## config.mk

```make
export PLATFORM = sky130hd
export DESIGN_NAME = tan_angle_reduce
export DESIGN_NICKNAME = d
export VERILOG_FILES = /design/src/rtl/tan_angle_reduce.sv
export SDC_FILE = /design/constraint.sdc
export NUM_CORES = 1
export LEC_CHECK = 0
export CAP_MARGIN = 20
export CORE_AREA = 2 2 162 125
export CTS_CLUSTER_DIAMETER = 40
export DETAILED_ROUTE_END_ITERATION = 10
export DIE_AREA = 0 0 164 127
export PLACE_DENSITY_LB_ADDON = 0.12
export SLEW_MARGIN = 5
export SYNTH_ARGS = -nofsm -noshare
export SYNTH_HDL_FRONTEND = slang
export SYNTH_SLANG_ARGS = --single-unit
```

## constraint.sdc

```tcl
create_clock -name clk -period 5.7 [get_ports clk]
set_input_delay 1.14 -clock clk [delete_from_list [all_inputs] [get_ports clk]]
set_output_delay 1.14 -clock clk [all_outputs]
set_load 0.005 [all_outputs]
```

## src/rtl/tan_angle_reduce.sv

```systemverilog
// Range reduction for a CORDIC tangent: folds any Q16.16 angle into [0, pi/2]
// and reports whether the tangent must be negated and whether it is near the pole.
module tan_angle_reduce #(
  parameter logic [31:0] PI       = 32'd205887,
  parameter logic [31:0] HALF_PI  = 32'd102944,
  parameter logic [31:0] POLE_EPS = 32'd64,
  parameter int          STEPS    = 14
) (
  input  logic        clk,
  input  logic        rst,
  input  logic        start,
  input  logic [31:0] xita_in,
  output logic        busy,
  output logic        valid,
  output logic [31:0] xita_out,
  output logic        neg,
  output logic        pole
);

  localparam int KW = (STEPS > 1) ? $clog2(STEPS) : 1;

  typedef enum logic [2:0] {IDLE, ABS, REDUCE, FOLD, DONE} state_t;

  state_t        state, state_next;
  logic [31:0]   xin;
  logic [32:0]   a;
  logic [KW-1:0] k;
  logic          sgn;

  logic [32:0] pi33, half33, eps33, pi_shift;
  logic [32:0] r;
  logic        fold_c, neg_c, pole_c;

  assign pi33     = {1'b0, PI};
  assign half33   = {1'b0, HALF_PI};
  assign eps33    = {1'b0, POLE_EPS};
  assign pi_shift = pi33 << k;

  always_ff @(posedge clk or posedge rst) begin
    if (rst) state <= IDLE;
    else     state <= state_next;
  end

  always_comb begin
    state_next = state;
    case (state)
      IDLE:    if (start) state_next = ABS;
      ABS:     state_next = REDUCE;
      REDUCE:  if (k == '0) state_next = FOLD;
      FOLD:    state_next = DONE;
      DONE:    state_next = IDLE;
      default: state_next = IDLE;
    endcase
  end

  // Final fold into the first quadrant; r never exceeds HALF_PI, so the pole
  // distance below cannot wrap.
  always_comb begin
    fold_c = (a > half33);
    r      = fold_c ? (pi33 - a) : a;
    neg_c  = (sgn ^ fold_c) && (r != '0);
    pole_c = ((half33 - r) <= eps33);
  end

  always_ff @(posedge clk or posedge rst) begin
    if (rst) begin
      xin      <= '0;
      a        <= '0;
      k        <= '0;
      sgn      <= 1'b0;
      xita_out <= '0;
      neg      <= 1'b0;
      pole     <= 1'b0;
    end else begin
      case (state)
        IDLE: if (start) xin <= xita_in;
        ABS: begin
          sgn <= xin[31];
          a   <= xin[31] ? ({1'b0, ~xin} + 33'd1) : {1'b0, xin};
          k   <= KW'(STEPS - 1);
        end
        REDUCE: begin
          if (a >= pi_shift) a <= a - pi_shift;
          k <= k - KW'(1);
        end
        // Results are registered on entry to DONE so they are stable with valid.
        FOLD: begin
          xita_out <= r[31:0];
          neg      <= neg_c;
          pole     <= pole_c;
        end
        default: ;
      endcase
    end
  end

  assign busy  = (state != IDLE);
  assign valid = (state == DONE);

endmodule

```

==> reports/qor.yml, run 1 <==
logic_synthesis:
  ys_ff_latch: 107
  yosys_warnings: 0
  synth_cells: 1118
  ys.flop_type: "dfrtp_1"
  syn_area_per_cell_sq_um: 8.12
  synth_edf_count: 0
  async_reset_ff_share_pct: 100
  ys_seq_area_share_pct: 29.5
  synth_cell_types: 93
  synth_area_sq_mm: 0.00907
  syn_nets: 1195
worst_setup_path:
  cp_max_fo: 37
  start_kind: "flop"
  critPathRequiredTime_ns: 5.95
  cp_data_arrival_time_ns: 5.24
  endpoint_kind: "flop"
  worst-setup-path-type: "reg -> reg"
timing:
  skew_ns: 0.00913
  fmax_ghz: 0.200
  drv_slew: 0
  worst_slew_pin_slew_ns: 1.08
  rsz0062_at_grt: "false"
  hold_viol_final: 0
  final.min_clock_period_ns: 4.99
  maxSlewHeadroom_pct: 27.9
  period_share_pct: 87.5
  setup-tns-final_ns: 0
  setup_viol_count_final: 0
clock_network:
  hold_buffers: 0
  cts_tree: "built"
  clockBufferDepth: 2
  cts_made_buffers: 9
  clk_latency_ns: 0.36
  htreeDepth: 3
  clockRootBuffer: "clkbuf_16"
  postCtsSetupBuffers: 0
  clk_pin_slew_ns: 0.07
  clock_sinks: 107
  post_cts_resized: 0
die:
  coreArea_sq_mm: 0.0191
  rows: 44
  die_height_um: 127
  ios: 71
  die-area_sq_mm: 0.0208
  die_w_um: 164
  initial_core_util_pct: 47.5
final_layout:
  diodes: 0
  layout-drive-gt1-share_pct: 8.79
  layout_commonest_cell: "nand2_1"
  nNetsFinal: 1221
  layout_common_cells: "nand2_1, dfrtp_1, o21ai_0"
  fin_cells: 1402
  area_growth_pct: 12.3
grt:
  grt_pass1_vias: 7599
  grt_usage_pct: 24.9
  grt_pass1_wl_um: 41400
  antenna_found_initial: 0
  grt_max_degree: 68
  overflow: 0
placement:
  io_buffers: 70
  place.gp.congestion: 0.972
  dp_hpwl_um: 19100
  dpl.cell_count: 1386
routing:
  viasPerCell: 6.05
  route.detailed.drc: 0
  drtIter0Drc: 853
  ant_nets: 0
  vias: 8489
  dr.pass1.iters: 7
  wl_per_cell_um: 18.2
  drt-total-wl_um: 25600
flow_run:
  drv_cap: 0
worst_hold_path:
  hp-class: "reg -> reg"
outcome:
  status: "complete, no violations"
metal layers:
metal	vias to the layer above	track usage (%)	share of wire (%)
met1	4064	39.4	51
met5	-	0	0
met3	13	4.09	6.4
li1	4129	-	-
met2	283	35.7	42
met4	0	4.39	0.70
layout make-up:
cell class / count / area (sq um)
inverters: 27 / 104
well taps: 253 / 317
repair buffers: 78 / 761
fillers: 1848 / 8910
flip-flops and latches: 107 / 2680
clock inverters: 5 / 77.6
multi-input cells: 921 / 6020
clock buffers: 11 / 233
worst max-delay path, stage by stage, from the launching register on:
cell and delay, ns:
dfrtp_1 0.56, clkinv_1 0.35, ha_1 0.47, nand2_1 0.15, a21boi_0 0.27, o22ai_1 0.13, ha_1 0.36, a21oi_1 0.22
o21bai_1 0.11, a21oi_1 0.18, nand3_1 0.14, nor4_1 0.26, nor3_1 0.16, a31oi_1 0.30, o21a_2 0.55, buf_4 0.41
a21oi_1 0.07, a21o_1 0.16
cells in the mapped netlist, drive strengths merged, types with 10 or more instances:
| master | number | share of area (%) |
|---|---|---|
| xnor2 | 49 | 4.7 |
| o31ai | 19 | 1.6 |
| nand2 | 149 | 6.2 |
| mux2 | 36 | 4.5 |
| buf | 12 | 0.79 |
| dfrtp | 107 | 30 |
| nand4 | 14 | 0.97 |
| ha | 41 | 5.7 |
| or4 | 11 | 1.0 |
| o41ai | 10 | 1.0 |
| nor2 | 84 | 3.5 |
| nor3 | 27 | 1.5 |
| a21o | 22 | 1.8 |
| a21oi | 73 | 4.0 |
| inv | 25 | 1.0 |
| nand2b | 12 | 0.91 |
| and2 | 13 | 0.91 |
| or3 | 12 | 0.91 |
| xor2 | 39 | 3.8 |
| a31oi | 13 | 0.90 |
| clkbuf | 51 | 2.3 |
| o21a | 13 | 1.1 |
| nand3 | 24 | 1.3 |
| or2 | 10 | 0.69 |
| nor4 | 17 | 1.2 |
| a211oi | 10 | 0.83 |
| o21ai | 106 | 5.9 |
sequential cells by signal (all words and copies together) (netlist names):
name      cells
sgn           1
k             4
a            33
xita_out     32
pole          1
state         3
neg           1
xin          32
final timing paths:
kind | from | to | slack, ns | depth (start not counted)
setup / recovery | k[1] | a[16] | 0.71 | 17
hold / removal | xita_out[25] | xita_out[25] | 0.48 | 2
setup reg to reg | k[1] | a[16] | 0.71 | 17
hold reg to reg | xita_out[25] | xita_out[25] | 0.48 | 2
max in group asynchronous | rst | pole | 3.32 | 3
min in group asynchronous | rst | xin[5] | 1.31 | 2
cell families (layout without fill, tap and decap cells):
| logic type | after synthesis | count (layout) | share of synthesized area [%] |
|---|---|---|---|
| AND/OR/NAND/NOR | 404 | 404 | 21.9 |
| flip-flops | 107 | 107 | 29.5 |
| adder cells (fa/ha/maj) | 42 | 42 | 5.87 |
| multiplexers | 44 | 44 | 5.35 |
| AO/OA/AOI/OAI | 343 | 343 | 24.6 |
| XOR/XNOR | 88 | 88 | 8.49 |
| buffers and inverters | 90 | 121 | 4.23 |
through the flow:
stage	util (%)	worst slack (ns)	cell area (sq um)	hold WS, ns
final	53.3	0.712	10200	0.477
after floorplan	-	1.55	9070	0.460
after global routing	53.3	0.159	10200	0.521
after CTS	53.3	0.829	10200	0.484
after global placement	51.7	1.11	9880	0.462
after detailed placement	51.7	0.854	9880	0.466
Power of run 1 is left out: the tool's default activity adds up to more than one toggle a clock period on the data nets, which glitch-free logic cannot reach.
==> run 2: changes to the inputs <==
Settings changed: HOLD_SLACK_MARGIN set to 0.15.
==> results of run 2 <==
The final DEF is identical to that of run 1; final timing and power are the same.
Power of run 2 is left out for the same reason.
